## config.mk

```make
export PLATFORM = sky130hd
export DESIGN_NAME = add4_seq_arb_flat
export DESIGN_NICKNAME = d
export VERILOG_FILES = /design/src/rtl/add4_seq_arb_if.sv /design/src/rtl/add4_seq_arb.sv /design/src/flat_wrapper.sv
export SDC_FILE = /design/constraint.sdc
export NUM_CORES = 1
export LEC_CHECK = 0
export ABC_AREA = 1
export CAP_MARGIN = 10
export CORE_MARGIN = 2
export CORE_UTILIZATION = 44
export CTS_CLUSTER_SIZE = 10
export DETAILED_ROUTE_END_ITERATION = 10
export GPL_ROUTABILITY_DRIVEN = 0
export PLACE_DENSITY = 0.79
export SLEW_MARGIN = 40
export SYNTH_ARGS = -nofsm -noshare
export SYNTH_HDL_FRONTEND = slang
export SYNTH_SLANG_ARGS = --single-unit
```

## constraint.sdc

```tcl
create_clock -name clk -period 2.9 [get_ports clk]
set_clock_uncertainty 0.15 [all_clocks]
set_input_delay 0.58 -clock clk [delete_from_list [all_inputs] [get_ports clk]]
set_output_delay 0.58 -clock clk [all_outputs]
set_load 0.005 [all_outputs]
```

## src/rtl/add4_seq_arb_if.sv

```systemverilog
// Request, response and external 4-bit adder signals shared by add4_seq_arb and its environment.
interface add4_seq_arb_if #(
    parameter int WIDTH = 16
);
    logic             req0_valid;
    logic             req0_ready;
    logic [WIDTH-1:0] req0_a;
    logic [WIDTH-1:0] req0_b;
    logic             req0_ci;

    logic             req1_valid;
    logic             req1_ready;
    logic [WIDTH-1:0] req1_a;
    logic [WIDTH-1:0] req1_b;
    logic             req1_ci;

    logic             rsp_valid;
    logic             rsp_ready;
    logic [WIDTH-1:0] rsp_sum;
    logic             rsp_co;
    logic             rsp_id;

    logic [3:0]       add_a;
    logic [3:0]       add_b;
    logic             add_ci;
    logic [3:0]       add_sum;
    logic             add_co;

    // The sequencer is the slave: it serves requests and owns the adder inputs.
    modport slave (
        input  req0_valid, req0_a, req0_b, req0_ci,
        input  req1_valid, req1_a, req1_b, req1_ci,
        input  rsp_ready, add_sum, add_co,
        output req0_ready, req1_ready,
        output rsp_valid, rsp_sum, rsp_co, rsp_id,
        output add_a, add_b, add_ci
    );

    modport master (
        output req0_valid, req0_a, req0_b, req0_ci,
        output req1_valid, req1_a, req1_b, req1_ci,
        output rsp_ready, add_sum, add_co,
        input  req0_ready, req1_ready,
        input  rsp_valid, rsp_sum, rsp_co, rsp_id,
        input  add_a, add_b, add_ci
    );
endinterface

```

## src/rtl/add4_seq_arb.sv

```systemverilog
// Round-robin arbiter plus nibble-serial sequencer: each WIDTH-bit add is run as
// WIDTH/4 passes through one external combinational 4-bit adder, chaining carry.
module add4_seq_arb #(
    parameter int WIDTH = 16
) (
    input  logic          clk,
    input  logic          rst_n,
    add4_seq_arb_if.slave bus
);

    localparam int NIB   = WIDTH / 4;
    localparam int NIB_W = (NIB > 1) ? $clog2(NIB) : 1;

    typedef enum logic [1:0] {
        IDLE,
        RUN,
        DONE
    } state_t;

    state_t           state;
    logic [NIB_W-1:0] nib;
    logic             carry_reg;
    logic             last_grant;

    logic [WIDTH-1:0] op_a;
    logic [WIDTH-1:0] op_b;
    logic             op_ci;
    logic             op_id;

    logic             rdy0;
    logic             rdy1;
    logic             last_nib;

    // Winner among the valid requesters; on a tie the one not served last wins.
    function automatic logic pick(input logic v0, input logic v1, input logic last);
        if (v0 && v1) begin
            return ~last;
        end
        return v1;
    endfunction

    function automatic logic [3:0] nib_of(input logic [WIDTH-1:0] v,
                                          input logic [NIB_W-1:0] idx);
        logic [WIDTH-1:0] s;
        s = v >> {idx, 2'b00};
        return s[3:0];
    endfunction

    function automatic logic [WIDTH-1:0] put_nib(input logic [WIDTH-1:0] v,
                                                 input logic [NIB_W-1:0] idx,
                                                 input logic [3:0]       n);
        logic [WIDTH-1:0] mask;
        logic [WIDTH-1:0] ins;
        mask = WIDTH'(4'hF) << {idx, 2'b00};
        ins  = WIDTH'(n) << {idx, 2'b00};
        return (v & ~mask) | ins;
    endfunction

    always_comb begin
        rdy0 = 1'b0;
        rdy1 = 1'b0;
        if (state == IDLE) begin
            if (pick(bus.req0_valid, bus.req1_valid, last_grant)) begin
                rdy1 = bus.req1_valid;
            end else begin
                rdy0 = bus.req0_valid;
            end
        end
    end

    assign bus.req0_ready = rdy0;
    assign bus.req1_ready = rdy1;
    assign last_nib       = (nib == NIB_W'(NIB - 1));

    // Adder port is only driven while a pass is in flight.
    always_comb begin
        bus.add_a  = 4'h0;
        bus.add_b  = 4'h0;
        bus.add_ci = 1'b0;
        if (state == RUN) begin
            bus.add_a  = nib_of(op_a, nib);
            bus.add_b  = nib_of(op_b, nib);
            bus.add_ci = (nib == '0) ? op_ci : carry_reg;
        end
    end

    // Operand capture at accept; these registers need no reset.
    always_ff @(posedge clk) begin
        if (rdy0 || rdy1) begin
            op_a  <= rdy1 ? bus.req1_a  : bus.req0_a;
            op_b  <= rdy1 ? bus.req1_b  : bus.req0_b;
            op_ci <= rdy1 ? bus.req1_ci : bus.req0_ci;
            op_id <= rdy1;
        end
    end

    always_ff @(posedge clk or negedge rst_n) begin
        if (!rst_n) begin
            state         <= IDLE;
            nib           <= '0;
            carry_reg     <= 1'b0;
            last_grant    <= 1'b1;
            bus.rsp_valid <= 1'b0;
            bus.rsp_sum   <= '0;
            bus.rsp_co    <= 1'b0;
            bus.rsp_id    <= 1'b0;
        end else begin
            case (state)
                IDLE: begin
                    if (rdy0 || rdy1) begin
                        state <= RUN;
                        nib   <= '0;
                    end
                end
                RUN: begin
                    // rsp_sum doubles as the result accumulator; rsp_valid qualifies it.
                    bus.rsp_sum <= put_nib(bus.rsp_sum, nib, bus.add_sum);
                    carry_reg   <= bus.add_co;
                    nib         <= nib + 1'b1;
                    if (last_nib) begin
                        state         <= DONE;
                        nib           <= '0;
                        bus.rsp_valid <= 1'b1;
                        bus.rsp_co    <= bus.add_co;
                        bus.rsp_id    <= op_id;
                    end
                end
                DONE: begin
                    if (bus.rsp_ready) begin
                        state         <= IDLE;
                        bus.rsp_valid <= 1'b0;
                        last_grant    <= bus.rsp_id;
                    end
                end
                default: begin
                    state <= IDLE;
                end
            endcase
        end
    end

endmodule

```

## src/flat_wrapper.sv

```systemverilog
// flat-port wrapper written by rule: the top's interface ports become plain ports
module add4_seq_arb_flat 
#(
    parameter int WIDTH = 16
)
  (clk, rst_n, bus_req0_valid, bus_req0_a, bus_req0_b, bus_req0_ci, bus_req1_valid, bus_req1_a, bus_req1_b, bus_req1_ci, bus_rsp_ready, bus_add_sum, bus_add_co, bus_req0_ready, bus_req1_ready, bus_rsp_valid, bus_rsp_sum, bus_rsp_co, bus_rsp_id, bus_add_a, bus_add_b, bus_add_ci);
  add4_seq_arb_if #(.WIDTH(WIDTH)) bus_i ();
  input  logic clk;
  input  logic rst_n;
  input wire logic [$bits(bus_i.req0_valid)-1:0] bus_req0_valid;
  input wire logic [$bits(bus_i.req0_a)-1:0] bus_req0_a;
  input wire logic [$bits(bus_i.req0_b)-1:0] bus_req0_b;
  input wire logic [$bits(bus_i.req0_ci)-1:0] bus_req0_ci;
  input wire logic [$bits(bus_i.req1_valid)-1:0] bus_req1_valid;
  input wire logic [$bits(bus_i.req1_a)-1:0] bus_req1_a;
  input wire logic [$bits(bus_i.req1_b)-1:0] bus_req1_b;
  input wire logic [$bits(bus_i.req1_ci)-1:0] bus_req1_ci;
  input wire logic [$bits(bus_i.rsp_ready)-1:0] bus_rsp_ready;
  input wire logic [$bits(bus_i.add_sum)-1:0] bus_add_sum;
  input wire logic [$bits(bus_i.add_co)-1:0] bus_add_co;
  output wire logic [$bits(bus_i.req0_ready)-1:0] bus_req0_ready;
  output wire logic [$bits(bus_i.req1_ready)-1:0] bus_req1_ready;
  output wire logic [$bits(bus_i.rsp_valid)-1:0] bus_rsp_valid;
  output wire logic [$bits(bus_i.rsp_sum)-1:0] bus_rsp_sum;
  output wire logic [$bits(bus_i.rsp_co)-1:0] bus_rsp_co;
  output wire logic [$bits(bus_i.rsp_id)-1:0] bus_rsp_id;
  output wire logic [$bits(bus_i.add_a)-1:0] bus_add_a;
  output wire logic [$bits(bus_i.add_b)-1:0] bus_add_b;
  output wire logic [$bits(bus_i.add_ci)-1:0] bus_add_ci;
  assign bus_i.req0_valid = bus_req0_valid;
  assign bus_i.req0_a = bus_req0_a;
  assign bus_i.req0_b = bus_req0_b;
  assign bus_i.req0_ci = bus_req0_ci;
  assign bus_i.req1_valid = bus_req1_valid;
  assign bus_i.req1_a = bus_req1_a;
  assign bus_i.req1_b = bus_req1_b;
  assign bus_i.req1_ci = bus_req1_ci;
  assign bus_i.rsp_ready = bus_rsp_ready;
  assign bus_i.add_sum = bus_add_sum;
  assign bus_i.add_co = bus_add_co;
  assign bus_req0_ready = bus_i.req0_ready;
  assign bus_req1_ready = bus_i.req1_ready;
  assign bus_rsp_valid = bus_i.rsp_valid;
  assign bus_rsp_sum = bus_i.rsp_sum;
  assign bus_rsp_co = bus_i.rsp_co;
  assign bus_rsp_id = bus_i.rsp_id;
  assign bus_add_a = bus_i.add_a;
  assign bus_add_b = bus_i.add_b;
  assign bus_add_ci = bus_i.add_ci;
  add4_seq_arb #(.WIDTH(WIDTH)) u_core (.clk(clk), .rst_n(rst_n), .bus(bus_i));
endmodule
```

# Word-level counts from Yosys, hierarchy flattened
# Index checks and enable logic that the tools add are counted.
[classes]
n_addsub = 1
n_bitwise = 4
shifts = 4
n_eq_ne = 6
mux = 26
n_reduce_logical = 11
[ops]
columns = ["op", "count"]
rows = [
  ["$mux 16", 2],
  ["$shr 16x4->4", 2],
  ["$and 16x16->16", 1],
  ["$not 16->16", 1],
  ["$or 16x16->16", 1],
  ["$shl 4x4->16", 1],
  ["$shl 4x4->16 const A", 1],
  ["$mux 1", 14],
  ["$mux 2", 5],
  ["$mux 4", 2],
  ["$pmux 2 s3", 1],
  ["$reduce_and 2->1", 3],
  ["$reduce_and 3->1", 2],
  ["$eq 2x2->1 const B", 2],
  ["$logic_not 2->1", 2],
  ["$ne 2x2->1 const B", 2],
  ["$pmux 2 s2", 1],
  ["$reduce_bool 2->1", 2],
  ["$add 2x1->2 const B", 1],
  ["$eq 2x1->1 const B", 1],
  ["$ne 2x1->1 const B", 1],
  ["$pmux 1 s2", 1],
  ["$logic_and 1x1->1", 1],
  ["$logic_or 1x1->1", 1],
  ["$not 1->1", 1],
]
[totals]
inputBits = 76
regBits = 59
output_inout_bits = 30
wordCells = 64

# Depth between registers and ports, before layout
[depth]
word_depth = 10
depth_mapped = 6
depth_no_buf = 6

# Worst setup path before layout
# OpenSTA, ideal clock, no wires.
[synth_path]
path_kind = "in2reg"
start = "input bus_req0_valid"
end = "register u_core.op_a[0], enable pin"
setup_ns = 0.392
setup_slack_ns = 0.595
required_ns = 2.358
path_stages = 5
path_buffers = 2
arrival_ns = 1.764
path_cell_list = "nand2_1 -> nand3_2 -> buf_6 -> buf_6 -> nand2_1"
[synth_via]
elab_chain_len = 8
[synth_rtl]
columns = ["element", "line_no", "rtl"]
rows = [
  ["start, declared", "flat_wrapper.sv:10", "input wire logic [$bits(bus_i.req0_valid)-1:0] bus_req0_valid;"],
  ["$logic_and 1x1->1", "add4_seq_arb.sv:36", "if (v0 && v1) begin"],
  ["$mux 1", "add4_seq_arb.sv:36", ""],
  ["$mux 1", "add4_seq_arb.sv:62", "if (state == IDLE) begin"],
  ["$mux 1", "add4_seq_arb.sv:39", "return v1;"],
  ["$mux 1", "add4_seq_arb.sv:62", ""],
  ["$mux 1", "add4_seq_arb.sv:63", "if (pick(bus.req0_valid, bus.req1_valid, last_grant)) begin"],
  ["$mux 1", "add4_seq_arb.sv:62", ""],
  ["$logic_or 1x1->1 *", "add4_seq_arb.sv:89", "if (rdy0 || rdy1) begin"],
  ["end signal, assigned", "add4_seq_arb.sv:90", "op_a <= rdy1 ? bus.req1_a : bus.req0_a;"],
  ["end, declared", "add4_seq_arb.sv:25", "logic [WIDTH-1:0] op_a;"],
]
# Mark *: on every way between the ends. The rest lies on a longest branch, timed or not. The select of a mux whose other input is x is not followed.
# A chain may end at the register's enable or synchronous reset.

# Worst setup path in the final report
[layout_path]
start = "register u_core.nib[0]"
end = "output bus_add_b[3]"
[layout_via]
elab_chain_len = 2
[layout_rtl]
columns = ["element", "line_no", "rtl"]
rows = [
  ["start, declared", "add4_seq_arb.sv:21", "logic [NIB_W-1:0] nib;"],
  ["start signal, assigned", "add4_seq_arb.sv:119", "nib <= nib + 1'b1;"],
  ["$shr 16x4->4", "add4_seq_arb.sv:45", "s = v >> {idx, 2'b00};"],
  ["$mux 4", "add4_seq_arb.sv:80", "if (state == RUN) begin"],
  ["end, declared", "flat_wrapper.sv:28", "output wire logic [$bits(bus_i.add_b)-1:0] bus_add_b;"],
]
# Every way passes these cells.

==> flow_metrics.env <==
export IMPL_status="finished clean"
export IMPL_cpPeakStageDelay_ns=0.55
export IMPL_slew_headroom=0.723
export IMPL_slowest_stage="clkdlybuf4s50_1"
export IMPL_vias_per_cell=4.70
export IMPL_grt_max_degree=38
export IMPL_clock_fmax_mhz=363
export IMPL_startpoint="u_core.nib[0]"
export IMPL_io_pins=106
export IMPL_cts_buffers_inserted=9
export IMPL_top_regs="u_core.bus.rsp_sum: 16 flops, u_core.op_a: 16 flops, u_core.op_b: 16 flops"
export IMPL_dieArea_sq_um=7170
export IMPL_clock_sinks=59
export IMPL_final_nets=515
export IMPL_most_common_layout_cells="nand2_1 (164), clkdlybuf4s50_1 (104), edfxtp_1 (34), o21ai_0 (31), dfrtp_1 (24)"
export IMPL_drv_slew=0
export IMPL_fp_row_count=29
export IMPL_coreArea_sq_um=6310
export IMPL_ctsHoldBuffers=0
export IMPL_leakage_uw=0.00182
export IMPL_hp_class="register to register"
export IMPL_insertion_delay_ns=0.33
export IMPL_cp_end_kind="output pin"
export IMPL_hold_depth=2
export IMPL_setup_ws_ns=0.144
export IMPL_cp_top_family="buffers and inverters"
export IMPL_ant_nets=0
export IMPL_path_buf_inv=3
export IMPL_r2r_start="u_core.state[0]"
export IMPL_antenna_found_initial=0
export IMPL_synthCells=326
export IMPL_num_vias=2430
export IMPL_cts_max_level=3
export IMPL_post_route_util=0.651
export IMPL_fin_crit_ns=2.76
export IMPL_post_route_period_util=0.951
export IMPL_clkTransAtPathRegs_ns=0.06
export IMPL_drive_above_1_share=0.0773
export IMPL_cp_cell_sequence="inv_1, buf_4, o21ai_0, o21ai_0, clkdlybuf4s50_1"
export IMPL_grt_usage=0.190
export IMPL_start_util=0.453
export IMPL_path_class="register to output pin"
export IMPL_dpl_cell_area_sq_um=3940
export IMPL_avgRoutedWirePerCell_um=12.4
export IMPL_max_cap_viol_count=0
export IMPL_setup_viol=0
export IMPL_hold_viol=0
export IMPL_drc=0
export IMPL_final_setup_tns_ns=0
export IMPL_die_h_um=84.7
export IMPL_arrival_ns=2.03
export IMPL_yosysSeqAreaShare=0.576
export IMPL_antenna_diode_count=0
export IMPL_critPathLaunchType="register"
export IMPL_die_x_um=84.7
export IMPL_post_cts_buffers=0
export IMPL_powerDensity_nw_per_um2=936
export IMPL_cpMostUsedCell="o21ai_0"
export IMPL_cp_required_ns=2.17
export IMPL_cts_repair_resized=0
export IMPL_synthToLayoutAreaGrowth_pct=43.5
export IMPL_r2r_cells=5
export IMPL_pre_cts_slack_ns=0.327
export IMPL_drt_total_wl_mm=6.43
export IMPL_regToRegEndpoint="u_core.op_a[14]"
export IMPL_path_max_fanout=16
export IMPL_ys_seq_elements=59
export IMPL_crit_end="bus_add_b[3]"
export IMPL_fin_area_sq_um=4110
export IMPL_grt_first_pass_wirelength_mm=10.5
export IMPL_ys_warn_count=0
export IMPL_root_buffer="clkbuf_8"
export IMPL_io_buffer_count=105
export IMPL_clockBufferDepth=2
export IMPL_grt_pass1_vias=2378
export IMPL_final_common_cell="nand2_1"
export IMPL_rsz0062_at_grt="no"
export IMPL_critical_path_cell_count=5
export IMPL_place_detailed_hpwl_mm=4.81
export IMPL_syn_cell_area_sq_um=2860
export IMPL_cts_tree="yes"
export IMPL_peakVddDrop_mv=0.554
export IMPL_overflow=0
export IMPL_synth_distinct_cells=23
export IMPL_syn_nets=406
export IMPL_drtPass1Iterations=4
export IMPL_syn_avg_cell_area_sq_um=8.78
export IMPL_tightestPinTransition_ns=0.415
export IMPL_rrSetupSlack_ns=0.97
export IMPL_drt_iter0_drc=95
worst min-delay path by stage:
stage | startpoint | end | slack (ns)
floorplan | rst_n | u_core.bus.rsp_co | 0.13
global placement | u_core.bus.rsp_valid | u_core.bus.rsp_valid | 0.31
detailed placement | u_core.bus.rsp_valid | u_core.bus.rsp_valid | 0.31
CTS | u_core.bus.rsp_valid | u_core.bus.rsp_valid | 0.33
global route | u_core.bus.rsp_valid | u_core.bus.rsp_valid | 0.37
finish | u_core.bus.rsp_valid | u_core.bus.rsp_valid | 0.33
metal layers:
layer,GRT usage,vias to the layer above,part of all wire
li1,-,1268,-
met1,0.224,1068,0.43
met2,0.319,85,0.48
met3,0.0610,9,0.073
met4,0.0837,0,0.017
met5,0,-,0
area by class of cell:
| type | count | area [sq um] |
|---|---|---|
| inverter | 17 | 63.8 |
| multi-input combinational | 236 | 1030 |
| clock buffer | 13 | 149 |
| tap | 77 | 96.3 |
| clock inverter | 3 | 13.8 |
| timing repair buffer | 112 | 1110 |
| fill | 552 | 2200 |
| sequential | 59 | 1650 |
through the flow:
step           hold WS, ns  total power [uW]  instances
6_report             0.330              3840        517
5_1_grt              0.371              4150        517
4_1_cts              0.332              3890        517
3_5_place_dp         0.313              3270        501
3_3_place_gp         0.315              3200        501
2_1_floorplan        0.134              2450        326
cell families after synthesis:
family	after synthesis	share of synthesized area
buf+inv	31	0.0638
fa+ha+maj	4	0.0175
flops	59	0.576
compound gates	49	0.0874
simple gates	183	0.256
tightest hold or removal path, delay by kind of cell, from the launching register on:
family           cells  cell delay, ns
DFF                  1            0.35
and+or+nand+nor      2            0.10
power breakdown:
group	switching, uW	internal, uW	total, uW
combinational	937	824	1760
clock	289	328	617
sequential	149	1320	1470
cells in the mapped netlist, drive strengths merged:
cell	number	area share
o21ai	41	0.072
clkbuf	1	0.0013
dfrtp	24	0.21
ha	4	0.017
o31ai	1	0.0026
inv	17	0.022
o211ai	1	0.0026
nand2	167	0.22
nand3	4	0.0087
nor2	5	0.010
or2	5	0.011
a21oi	6	0.010
dfstp	1	0.0092
buf	13	0.040
nand4	2	0.0044
edfxtp	34	0.36
Power figures use the tool's default switching activity.
